[src/rtl/mpu_reg_responder.sv]
// Register-file responder for MPU multiply requests. It latches the operands and
// destination, checks them against read/write lock scoreboards, and grants dispatch.
module mpu_reg_responder #(
  parameter int MATRIX_REGISTERS = 8,
  parameter int MATRIX_REG_BITS  = 2
) (
  input  logic                        clk,
  input  logic                        rst,
  input  logic                        reg_collector_req_in,
  input  logic                        reg_disp_req_in,
  input  logic [MATRIX_REG_BITS:0]    reg_src_addr_0_in,
  input  logic [MATRIX_REG_BITS:0]    reg_src_addr_1_in,
  input  logic [MATRIX_REG_BITS:0]    reg_dest_addr_in,
  input  logic                        disp_done_in,
  input  logic                        collector_done_in,
  input  logic [MATRIX_REG_BITS:0]    collector_done_addr_in,
  output logic                        reg_collector_ready_out,
  output logic                        reg_disp_ready_out,
  output logic [MATRIX_REGISTERS-1:0] reg_busy_out,
  output logic                        lock_err_out
);

  localparam int AW = MATRIX_REG_BITS + 1;

  typedef enum logic [1:0] {
    IDLE      = 2'd0,
    CHECK     = 2'd1,
    GRANT     = 2'd2,
    WAIT_DROP = 2'd3
  } state_t;

  state_t                      state;
  logic [AW-1:0]               src0;
  logic [AW-1:0]               src1;
  logic [AW-1:0]               dest;
  logic [MATRIX_REGISTERS-1:0] read_lock;
  logic [MATRIX_REGISTERS-1:0] write_lock;

  logic                        both_req;
  logic                        dest_conflict;
  logic                        hazard_free;
  logic                        grant;
  logic                        check_err;
  logic                        rel_err;
  logic [MATRIX_REGISTERS-1:0] src_mask;
  logic [MATRIX_REGISTERS-1:0] dest_mask;
  logic [MATRIX_REGISTERS-1:0] done_mask;
  logic [MATRIX_REGISTERS-1:0] read_lock_nxt;
  logic [MATRIX_REGISTERS-1:0] write_lock_nxt;

  function automatic logic [MATRIX_REGISTERS-1:0] onehot(input logic [AW-1:0] a);
    logic [MATRIX_REGISTERS-1:0] m;
    for (int i = 0; i < MATRIX_REGISTERS; i++) begin
      m[i] = (a == AW'(i));
    end
    return m;
  endfunction

  // Hazard evaluation and scoreboard next-state, all from registered state
  always_comb begin
    both_req      = reg_collector_req_in & reg_disp_req_in;
    dest_conflict = (dest == src0) || (dest == src1);
    src_mask      = onehot(src0) | onehot(src1);
    dest_mask     = onehot(dest);
    done_mask     = collector_done_in ? onehot(collector_done_addr_in) : '0;
    hazard_free   = (read_lock == '0) && ((write_lock & (src_mask | dest_mask)) == '0);
    check_err     = (state == CHECK) && both_req && dest_conflict;
    grant         = (state == CHECK) && both_req && !dest_conflict && hazard_free;
    rel_err       = (disp_done_in && (read_lock == '0)) ||
                    (collector_done_in && ((write_lock & done_mask) == '0));
    // A grant only happens with read_lock clear, so clear-then-set is safe
    read_lock_nxt  = (disp_done_in ? '0 : read_lock) | (grant ? src_mask : '0);
    write_lock_nxt = (write_lock & ~done_mask) | (grant ? dest_mask : '0);
  end

  // Request FSM, scoreboard and registered handshake/error outputs
  always_ff @(posedge clk or negedge rst) begin
    if (!rst) begin
      state                   <= IDLE;
      src0                    <= '0;
      src1                    <= '0;
      dest                    <= '0;
      read_lock               <= '0;
      write_lock              <= '0;
      reg_collector_ready_out <= 1'b0;
      reg_disp_ready_out      <= 1'b0;
      lock_err_out            <= 1'b0;
    end else begin
      read_lock               <= read_lock_nxt;
      write_lock              <= write_lock_nxt;
      reg_collector_ready_out <= grant;
      reg_disp_ready_out      <= grant;
      lock_err_out            <= check_err | rel_err;
      case (state)
        IDLE: begin
          if (both_req) begin
            src0  <= reg_src_addr_0_in;
            src1  <= reg_src_addr_1_in;
            dest  <= reg_dest_addr_in;
            state <= CHECK;
          end else begin
            state <= IDLE;
          end
        end
        CHECK: begin
          if (!both_req) begin
            state <= IDLE;
          end else if (dest_conflict) begin
            state <= WAIT_DROP;
          end else if (hazard_free) begin
            state <= GRANT;
          end else begin
            state <= CHECK;
          end
        end
        GRANT: begin
          state <= WAIT_DROP;
        end
        WAIT_DROP: begin
          // Holding off until the controller drops both requests avoids a double grant
          if (!reg_collector_req_in && !reg_disp_req_in) begin
            state <= IDLE;
          end else begin
            state <= WAIT_DROP;
          end
        end
        default: begin
          state <= IDLE;
        end
      endcase
    end
  end

  assign reg_busy_out = read_lock | write_lock;

endmodule

[config.mk]
export PLATFORM = sky130hd
export DESIGN_NAME = mpu_reg_responder
export DESIGN_NICKNAME = d
export VERILOG_FILES = /design/src/rtl/mpu_reg_responder.sv
export SDC_FILE = /design/constraint.sdc
export NUM_CORES = 1
export LEC_CHECK = 0
export ABC_AREA = 1
export ABC_CLOCK_PERIOD_IN_PS = 1400
export CAP_MARGIN = 5
export CORE_MARGIN = 1.5
export CORE_UTILIZATION = 26
export DETAILED_ROUTE_END_ITERATION = 6
export GPL_ROUTABILITY_DRIVEN = 0
export GPL_TIMING_DRIVEN = 0
export HOLD_SLACK_MARGIN = 0.03
export REMOVE_ABC_BUFFERS = 1
export SLEW_MARGIN = 10
export SYNTH_ARGS = -nofsm -noshare
export SYNTH_HDL_FRONTEND = slang
export SYNTH_SLANG_ARGS = --single-unit
export TNS_END_PERCENT = 20
[constraint.sdc]
create_clock -name clk -period 1.4 [get_ports clk]
set_input_delay 0.28 -clock clk [delete_from_list [all_inputs] [get_ports clk]]
set_output_delay 0.28 -clock clk [all_outputs]
set_load 0.05 [all_outputs]
==> out/metrics.sh, run 1 <==
ANTENNA_VIOLATIONS_BEFORE_REPAIR=0
CTS_MADE_BUFFERS=5
SETUP.WORST_PATH.CLASS='reg2reg'
NUM-FILL-CELLS=680
PATH_CLK_SLEW_PS=60
WIRELENGTH_UM=4930
SYNTH-SIMPLE-AREA-SHARE_PCT=39.3
SEQ_AREA_FRAC_SYNTH_PCT=40.4
POWER-PER-CELL-AREA_mW_PER_MM2=2460
PLACEMENTROWS=30
SYN-CELL-AREA_MM2=0.00180
SETUP.WORST_PATH.END='read_lock[7]'
SHARE_OF_SYNTHESIZED_FLIP_FLOPS_WITH_AN_ASYNCHRONOUS_SET_OR_RESET_PCT=100
FINALCLOCKSKEW_PS=5.75
MAXCLOCKFREQUENCY_GHz=0.656
YS_WARN_COUNT=0
REGTOREGSETUPSLACK_PS=-120
RUN_STATUS='finished, violations left'
PLACE_WORST_SETUP_SLACK_PS=-615
GRT_MAX_DEGREE=30
CLOCK_SINK_COUNT=29
RELATIVE_MAX_TRANSITION_MARGIN_PCT=57.0
HOLD_VIOLATIONS=0
SYN_TO_FINAL_GROWTH_PCT=42.8
FINAL_NON_FILLER_CELL_AREA_MM2=0.00257
SETUP_VIOL=21
DIE_WIDTH_UM=86.1
DPL_CELL_AREA_MM2=0.00210
SYNTH-EDFF-COUNT=0
POST-ROUTE-DRC-COUNT=0
TIMING.MAX_CAP.VIOLATIONS=0
DIE_OUTLINE_HEIGHT_UM=86.1
PLACE.PORT_BUFFERS=28
SYNTHESIZED_AREA_FRACTION_OCCUPIED_BY_AO_OA_AOI_AND_OAI_CELLS_PCT=5.99
YOSYS_MOST_USED_DFF='dfrtp_1'
HOLD_CLASS='in2async'
GRT_REMAINING_OVERFLOW=0
NETS=313
WORST_PIN_SLEW_PS=645
DRT.ANTENNA.VIOLATING_NETS=0
RR_STARTPOINT='dest[0]'
POST_SYNTH_MUX_AREA_SHARE_PCT=0
ADDER_AND_MAJORITY_GATE_PORTION_OF_THE_SYNTHESIZED_AREA_PCT=0
POST_SYNTH_NUM_CELL_TYPES=27
SYNTH_TOP_FAMILY_BY_AREA='simple AND/OR/NAND/NOR gates'
TRITONCTS='yes'
CP_SLOWEST_STAGE_DELAY_PS=500
CP_SLOWEST_CELL='dfrtp_2'
DP.FINAL_HPWL_UM=3340
CTS-HTREE-LEVELS=2
SYNTH_XOR_XNOR_AREA_SHARE_PCT=2.92
IR_DROP_WORST_CASE_VDD_mV=0.897
POST-ROUTE-MIN-PERIOD_PS=1520
TIMING.CRITICAL_PATH.FROM_TYPE='register'
CP_DATA_REQUIRED_TIME_PS=1570
DR_TOTAL_VIAS=1809
FAILING_CHECKS='negative setup slack'
POST_DRT_VIA_CELL_RATIO=4.81
POST_SYNTH.CELL_AREA_AVG_UM2=7.22
CRIT_CHAIN='buf_4, xnor2_1, nand3_1, nand2_2, nor2_4, buf_12, nand4_1, nand2_1'
DRT-WIRELENGTH-PER-CELL_UM=13.1
CRIT_PATH_MAX_FANOUT=15
ANTENNA-DIODE-COUNT=0
FINALCRITPERIODSHARE_PCT=109
CP.ARRIVAL_PS=1700
VIOLATION_COUNT_AFTER_THE_FIRST_DETAILED_ROUTE_ITERATION=230
DRIVE_ABOVE_1_SHARE_PCT=32.8
START_UTIL_PCT=26.7
GRT_SETUP_UNREPAIRED='true'
CORE_AREA_MM2=0.00672
SYNTHCELLS=249
CRITICAL_PATH.ENDPOINT_TYPE='register'
LAYOUT_COMMONEST_CELL='nand2_1'
CLOCK_INSERTION_DELAY_WORST_SKEW_PS=280
NUMBER_OF_CELLS_ON_THE_WORST_REG_TO_REG_PATH=8
DETAILEDROUTE.FIRSTPASSITERATIONCOUNT=5
CRITICAL_PATH.STARTPOINT='dest[0]'
GRT_TOTAL_USAGE_PCT=13.7
DIE-AREA_MM2=0.00742
HOLDBUFCOUNTCTS=0
POWER_LEAKAGE_nW=1.29
GRT_PASS1_WL_UM=7800
NUMBER_OF_GLOBAL_ROUTE_VIAS_BEFORE_REPAIR=1642
IO_PINS=29
P_TOTAL_W=0.00631
R2R_END='read_lock[7]'
REPORT.FINAL.SLEW_VIOL_COUNT=0
CLOCKROOTBUFFER='clkbuf_8'
MAX-CLOCK-PATH-BUFFERS=2
SYNTH-SEQ-CELLS=29
LAYOUT_COMMON_CELLS='65 x nand2_1, 23 x inv_1, 20 x dfrtp_1'
POSTLAYOUTSETUPSLACKWORST_PS=-125
[flip-flops by register name, indices dropped and copies added (netlist names)]
| register | flops |
|---|---|
| dest | 3 |
| read_lock | 8 |
| src1 | 3 |
| reg_disp_ready_out | 1 |
| src0 | 3 |
| lock_err_out | 1 |
| state | 2 |
| write_lock | 8 |
[worst min-delay path by stage]
stage / startpoint / to / cells past startpoint
after floorplan: rst / dest[0] / 0
after global placement: read_lock[7] / read_lock[7] / 2
after detailed placement: rst / read_lock[6] / 1
after CTS: rst / read_lock[6] / 1
after global routing: rst / read_lock[3] / 1
final: rst / read_lock[3] / 1
[area by class of cell]
cell class | count | area [µm²] | area share (%)
Tap cell | 80 | 100 | 3.90
Inverter | 34 | 133 | 5.17
Clock buffer | 8 | 80.1 | 3.12
Timing Repair Buffer | 49 | 502 | 19.6
Sequential cell | 29 | 737 | 28.7
Multi-Input combinational cell | 176 | 1010 | 39.5
[cells by family after synthesis]
kind of cell | Yosys count
simple gates | 150
buf+inv | 44
flops | 29
compound gates | 20
xor+xnor | 6
[report_power, final]
group / internal (W) / total (W) / switching [W]
sequential: 0.00115 / 0.00165 / 0.000499
clock: 0.000352 / 0.000664 / 0.000312
combinational: 0.00178 / 0.00400 / 0.00222
[stage by stage]
stage	hold WS (ps)	utilization, %	instances	TNS [ps]
finish	16.8	38.2	376	-2080
global route	78.0	38.2	376	-3970
CTS	47.1	34.5	363	-858
detailed placement	351	31.2	347	-16490
global placement	464	31.3	347	-28390
floorplan	-15.6	-	239	-72.7
[per-layer routing]
metal  part of all wire (%)  global-route usage (%)  up-vias
met1                     45                    18.2      828
met5                      0                       0        -
li1                       -                       -      904
met3                    5.7                    2.98       15
met4                    3.5                    7.33        0
met2                     46                    20.8       62
[what timing repair did]
action	in CTS	in global routing
setup endpoints to repair	39	34
buffers inserted	8	12
resized for setup	76	38
pin swaps	4	11
cloned	0	1
[worst max-delay path, delay by kind of cell, from the launching register on]
family        cells  cell delay (ps)
simple gates      5              430
xor+xnor          1              160
buf+inv           2              310
flops             1              500
[Yosys cell counts, types with 2 or more instances]
cell type	n	area (µm²)
o21ai_1	2	10.0
nand2_2	3	18.8
xnor2_1	6	52.6
nor2_1	10	37.5
nand3_1	29	145
inv_2	9	33.8
dfrtp_1	29	726
nor3_2	2	20.0
o21ai_0	14	70.1
inv_1	24	90.1
nand4_1	17	106
buf_4	6	45.0
nand2_1	74	278
or2_2	4	25.0
nor2_4	2	22.5
buf_6	2	22.5
nor3_1	6	30.0
No activity file was read; power rests on OpenSTA's default activity.
==> inputs of run 2 (changes only) <==
Settings changed: GPL_ROUTABILITY_DRIVEN 0 to unset, SKIP_CTS_REPAIR_TIMING set to 1, SLEW_MARGIN 10 to 25.
==> out/metrics.sh, run 2 (same netlist as run 1, synthesis figures left out) <==
RUN_STATUS='finished, violations left'
FAILING_CHECKS='negative setup slack'
GRT_TOTAL_USAGE_PCT=12.7
DP.FINAL_HPWL_UM=3340
DIE-AREA_MM2=0.00742
CP_SLOWEST_STAGE_DELAY_PS=480
POWER-PER-CELL-AREA_mW_PER_MM2=2450
GRT_SETUP_UNREPAIRED='true'
SYN_TO_FINAL_GROWTH_PCT=40.9
IR_DROP_WORST_CASE_VDD_mV=0.925
HOLD_CLASS='in2async'
REG_TOP3='read_lock: 8 flops, write_lock: 8 flops'
TRITONCTS='yes'
FINAL_CELL_COUNT_NO_FILL=375
CRIT_PATH_MAX_FANOUT=7
ANTENNA-DIODE-COUNT=0
START_UTIL_PCT=26.7
PATH_CLK_SLEW_PS=60
WIRELENGTH_UM=4840
HOLD_VIOLATIONS=0
DR_TOTAL_VIAS=1804
GRT_REMAINING_OVERFLOW=0
REPORT.FINAL.SLEW_VIOL_COUNT=0
FINALCRITPERIODSHARE_PCT=110
NUMBER_OF_GLOBAL_ROUTE_VIAS_BEFORE_REPAIR=1587
DRT-WIRELENGTH-PER-CELL_UM=12.9
CP_DATA_REQUIRED_TIME_PS=1600
CLOCK_INSERTION_DELAY_WORST_SKEW_PS=280
POSTLAYOUTSETUPSLACKWORST_PS=-140
CP_SLOWEST_CELL='dfrtp_2'
CRITICAL_PATH.STARTPOINT='dest[2]'
GRT_MAX_DEGREE=30
NUM-FILL-CELLS=686
DRIVE_ABOVE_1_SHARE_PCT=32.5
MAX-CLOCK-PATH-BUFFERS=2
CP.ARRIVAL_PS=1740
DIE_WIDTH_UM=86.1
FINAL_NON_FILLER_CELL_AREA_MM2=0.00253
POST-ROUTE-DRC-COUNT=0
DIE_OUTLINE_HEIGHT_UM=86.1
TIMING.CRITICAL_PATH.FROM_TYPE='register'
MAXCLOCKFREQUENCY_GHz=0.650
LAYOUT_COMMON_CELLS='66 x nand2_1, 23 x inv_1, 19 x dfrtp_1'
WORST_PIN_SLEW_PS=647
FINALCLOCKSKEW_PS=5.19
ANTENNA_VIOLATIONS_BEFORE_REPAIR=0
PLACE.PORT_BUFFERS=28
POST-ROUTE-MIN-PERIOD_PS=1540
DETAILEDROUTE.FIRSTPASSITERATIONCOUNT=4
LAYOUT_COMMONEST_CELL='nand2_1'
TIMING.MAX_CAP.VIOLATIONS=0
DRT.ANTENNA.VIOLATING_NETS=0
POWER_LEAKAGE_nW=1.32
CTS_MADE_BUFFERS=5
CRITICAL_PATH.ENDPOINT_TYPE='register'
CORE_AREA_MM2=0.00672
GP_ROUTABILITY_CONGESTION=0.887
RELATIVE_MAX_TRANSITION_MARGIN_PCT=56.9
TOTALNEGATIVESETUPSLACK_PS=-2290
POST-PLACE-CELLS=347
DPL_CELL_AREA_MM2=0.00210
TIMING.HOLD.WS_PS=16.3
MULTIINPUTGATEAREA_UM2=995
CTS-HTREE-LEVELS=2
RR_STARTPOINT='dest[2]'
CLOCKROOTBUFFER='clkbuf_8'
POST_DRT_VIA_CELL_RATIO=4.81
IO_PINS=29
GRT_PASS1_WL_UM=7250
CRIT_CHAIN='buf_6, nand3_1, inv_2, o21ai_2, nand2_2, nor2_4, buf_12, nand2_4, o21bai_1'
SETUP.WORST_PATH.CLASS='reg2reg'
PLACEMENTROWS=30
SETUP_VIOL=21
SEQ_AREA_UM2=738
NETS=312
CLOCK_SINK_COUNT=29
VIOLATION_COUNT_AFTER_THE_FIRST_DETAILED_ROUTE_ITERATION=191
[run 2: changes by cell type in the layout (fill, tap and decap cells not counted), sizes merged]
| cell | before | now |
|---|---|---|
| dlymetal6s2s | 2 | 5 |
| buf | 27 | 25 |
| clkdlybuf4s15 | 3 | 0 |
| clkbuf | 11 | 12 |
[run 2: per-stage QoR]
| stage | utilization [%] | worst slack, ps | power [W] |
|---|---|---|---|
| after floorplan | - | -36.8 | 0.00346 |
| after global placement | 31.3 | -584 | 0.00421 |
| after detailed placement | 31.2 | -615 | 0.00425 |
| after CTS | 32.4 | -598 | 0.00493 |
| after global routing | 37.7 | -235 | 0.00662 |
| final | 37.7 | -140 | 0.00619 |
[run 2: routing by layer]
| layer | track usage [%] | wire length (µm) | part of all wire (%) | vias to the layer above |
|---|---|---|---|---|
| li1 | - | - | - | 900 |
| met1 | 17.9 | 2170 | 45 | 826 |
| met2 | 18.0 | 2190 | 45 | 64 |
| met3 | 2.79 | 321 | 6.6 | 14 |
| met4 | 6.89 | 153 | 3.2 | 0 |
| met5 | 0 | 0 | 0 | - |
[run 2: cell type report]
cell class              instances  area share [%]
repair buffers                 48            19.2
flip-flops and latches         29            29.2
clock buffers                   8            3.16
inverters                      34            5.24
well taps                      80            3.95
multi-input cells             176            39.3
[run 2: worst max-delay path, delay by kind of cell (launching register included)]
family | cells | cell delay, ps
AND/OR/NAND/NOR | 4 | 350
AO/OA/AOI/OAI | 2 | 280
buffers and inverters | 3 | 330
flip-flops | 1 | 480
[run 2: worst paths after layout]
path / endpoint / slack, ps / cells past startpoint
worst max-delay path: state[1] / -140 / 9
worst min-delay path: read_lock[3] / 20 / 1
worst max register to register: state[1] / -140 / 9
worst min register to register: read_lock[5] / 490 / 2
max in group asynchronous: src0[0] / 910 / 1
min in group clk: state[0] / 410 / 5
[run 2: power by group]
| group | switching, W | internal (W) | total [W] |
|---|---|---|---|
| sequential | 0.000478 | 0.00115 | 0.00163 |
| clock | 0.000311 | 0.000352 | 0.000664 |
| combinational | 0.00220 | 0.00170 | 0.00390 |
==> inputs of run 3 (changes only) <==
Settings changed: SKIP_LAST_GASP set to 1.
==> out/metrics.sh, run 3 (same netlist as run 1, synthesis figures left out) <==
LAYOUT_COMMONEST_CELL='nand2_1'
CP_DATA_REQUIRED_TIME_PS=1120
INTERNAL_POWER_W=0.00324
DP.FINAL_HPWL_UM=3340
POST-ROUTE-MIN-PERIOD_PS=1700
ANTENNA_VIOLATIONS_BEFORE_REPAIR=0
RUN_STATUS='finished, violations left'
POST_DRT_VIA_CELL_RATIO=4.82
PLACE.PORT_BUFFERS=28
FINAL_CELL_COUNT_NO_FILL=375
CP.ARRIVAL_PS=1420
SYN_TO_FINAL_GROWTH_PCT=41.2
SEQ_AREA_UM2=738
MAXCLOCKFREQUENCY_GHz=0.589
GRT_PASS1_WL_UM=7250
SETUP_VIOL=25
CP_TOP_FAMILY='buffers and inverters'
PWR-SHARE-CLK_PCT=10.6
DIE_OUTLINE_HEIGHT_UM=86.1
DIE-AREA_MM2=0.00742
TRITONCTS='yes'
TIMING.MAX_CAP.VIOLATIONS=0
CLOCK_SINK_COUNT=29
CRIT_PATH_MAX_FANOUT=2
VIOLATION_COUNT_AFTER_THE_FIRST_DETAILED_ROUTE_ITERATION=242
CRITICAL_PATH.ENDPOINT_TYPE='output pin'
DR_TOTAL_VIAS=1808
FINALCLOCKSKEW_PS=5.62
LAYOUT_COMMON_CELLS='68 x nand2_1, 23 x inv_1, 19 x dfrtp_1'
PLACEMENTROWS=30
FAILING_CHECKS='negative setup slack'
RELATIVE_MAX_TRANSITION_MARGIN_PCT=56.4
GRT_SETUP_UNREPAIRED='true'
DETAILEDROUTE.FIRSTPASSITERATIONCOUNT=4
REG_TOP3='read_lock: 8 flops, write_lock: 8 flops'
GRT_TOTAL_USAGE_PCT=12.7
POWER-PER-CELL-AREA_mW_PER_MM2=2450
HOLD_CLASS='in2async'
CLOCK_INSERTION_DELAY_WORST_SKEW_PS=280
DRT.ANTENNA.VIOLATING_NETS=0
SETUP.WORST_PATH.CLASS='reg2out'
POST-ROUTE-DRC-COUNT=0
ANTENNA-DIODE-COUNT=0
NUMBER_OF_GLOBAL_ROUTE_VIAS_BEFORE_REPAIR=1587
REPORT.FINAL.SLEW_VIOL_COUNT=0
CRIT_CHAIN='clkdlybuf4s50_1'
CTS-HTREE-LEVELS=2
DRIVE_ABOVE_1_SHARE_PCT=30.5
IR_DROP_WORST_CASE_VDD_mV=0.925
START_UTIL_PCT=26.7
NUM-FILL-CELLS=684
DRT-WIRELENGTH-PER-CELL_UM=12.8
SEQPWRFRAC_PCT=26.2
POWER_LEAKAGE_nW=1.32
POWER.SHARE.COMBINATIONAL_PCT=63.1
SWITCHING_SHARE_PCT=47.9
HOLD_VIOLATIONS=0
GRT_MAX_DEGREE=30
GP_ROUTABILITY_CONGESTION=0.887
WIRELENGTH_UM=4800
TOTALNEGATIVESETUPSLACK_PS=-3060
CTS_MADE_BUFFERS=5
DIE_WIDTH_UM=86.1
CP_SLOWEST_STAGE_DELAY_PS=800
POSTLAYOUTSETUPSLACKWORST_PS=-298
SWITCHINGPOWER_W=0.00298
FINAL_NON_FILLER_CELL_AREA_MM2=0.00254
CP_SLOWEST_CELL='clkdlybuf4s50_1'
FINALCRITPERIODSHARE_PCT=121
MULTIINPUTGATEAREA_UM2=987
TIMING.HOLD.WS_PS=17.6
PATH_CLK_SLEW_PS=60
POST-PLACE-CELLS=347
IO_PINS=29
TIMING.CRITICAL_PATH.FROM_TYPE='register'
NETS=312
CLOCKROOTBUFFER='clkbuf_8'
DPL_CELL_AREA_MM2=0.00210
WORST_PIN_SLEW_PS=654
CP_BUFS_INVS=1
CORE_AREA_MM2=0.00672
MAX-CLOCK-PATH-BUFFERS=2
GRT_REMAINING_OVERFLOW=0
[run 3: cell count changes in the layout (fill, tap and decap cells not counted)]
cell	delta
buf_2	-2
clkbuf_2	-1
clkdlybuf4s50_1	+4
dlymetal6s2s_1	-1
nand2_1	+2
nand2_2	-2
nor2_1	+1
nor2_2	-1
[run 3: metal layers]
layer	share of wire, %	vias up	track usage, %
li1	-	900	-
met1	46	831	17.9
met2	45	63	18.0
met3	6.0	14	2.79
met4	3.2	0	6.89
met5	0	-	0
[run 3: worst paths after layout]
| path | from | to | slack (ps) | cells past startpoint |
|---|---|---|---|---|
| worst max register to register | dest[2] | state[1] | -140 | 9 |
| min in group clk | read_lock[5] | read_lock[5] | 490 | 2 |
| worst min register to register | read_lock[5] | read_lock[5] | 490 | 2 |
| max in group asynchronous | rst | src0[0] | 900 | 1 |
| worst min-delay path | rst | read_lock[3] | 20 | 1 |
| worst max-delay path | reg_disp_ready_out | reg_collector_ready_out | -300 | 1 |
[run 3: layout make-up]
| type | count | share of cell area [%] |
|---|---|---|
| Multi-Input combinational cell | 176 | 38.9 |
| Sequential cell | 29 | 29.1 |
| Timing Repair Buffer | 48 | 19.6 |
| Inverter | 34 | 5.23 |
| Tap cell | 80 | 3.95 |
| Clock buffer | 8 | 3.16 |
[run 3: metrics by stage]
step	power (W)	utilization, %	setup slack [ps]
finish	0.00622	37.7	-298
CTS	0.00493	32.4	-598
global placement	0.00421	31.3	-584
floorplan	0.00346	-	-36.8
global route	0.00665	37.7	-359
detailed placement	0.00425	31.2	-615
[run 3: power by group through the flow]
stage               sequential [W]  combinational [W]  clock [W]
CTS                        0.00153            0.00272   0.000684
detailed placement         0.00154            0.00271          0
global route               0.00169            0.00424   0.000718
floorplan                  0.00153            0.00193          0
global placement           0.00153            0.00268          0
finish                     0.00163            0.00393   0.000662
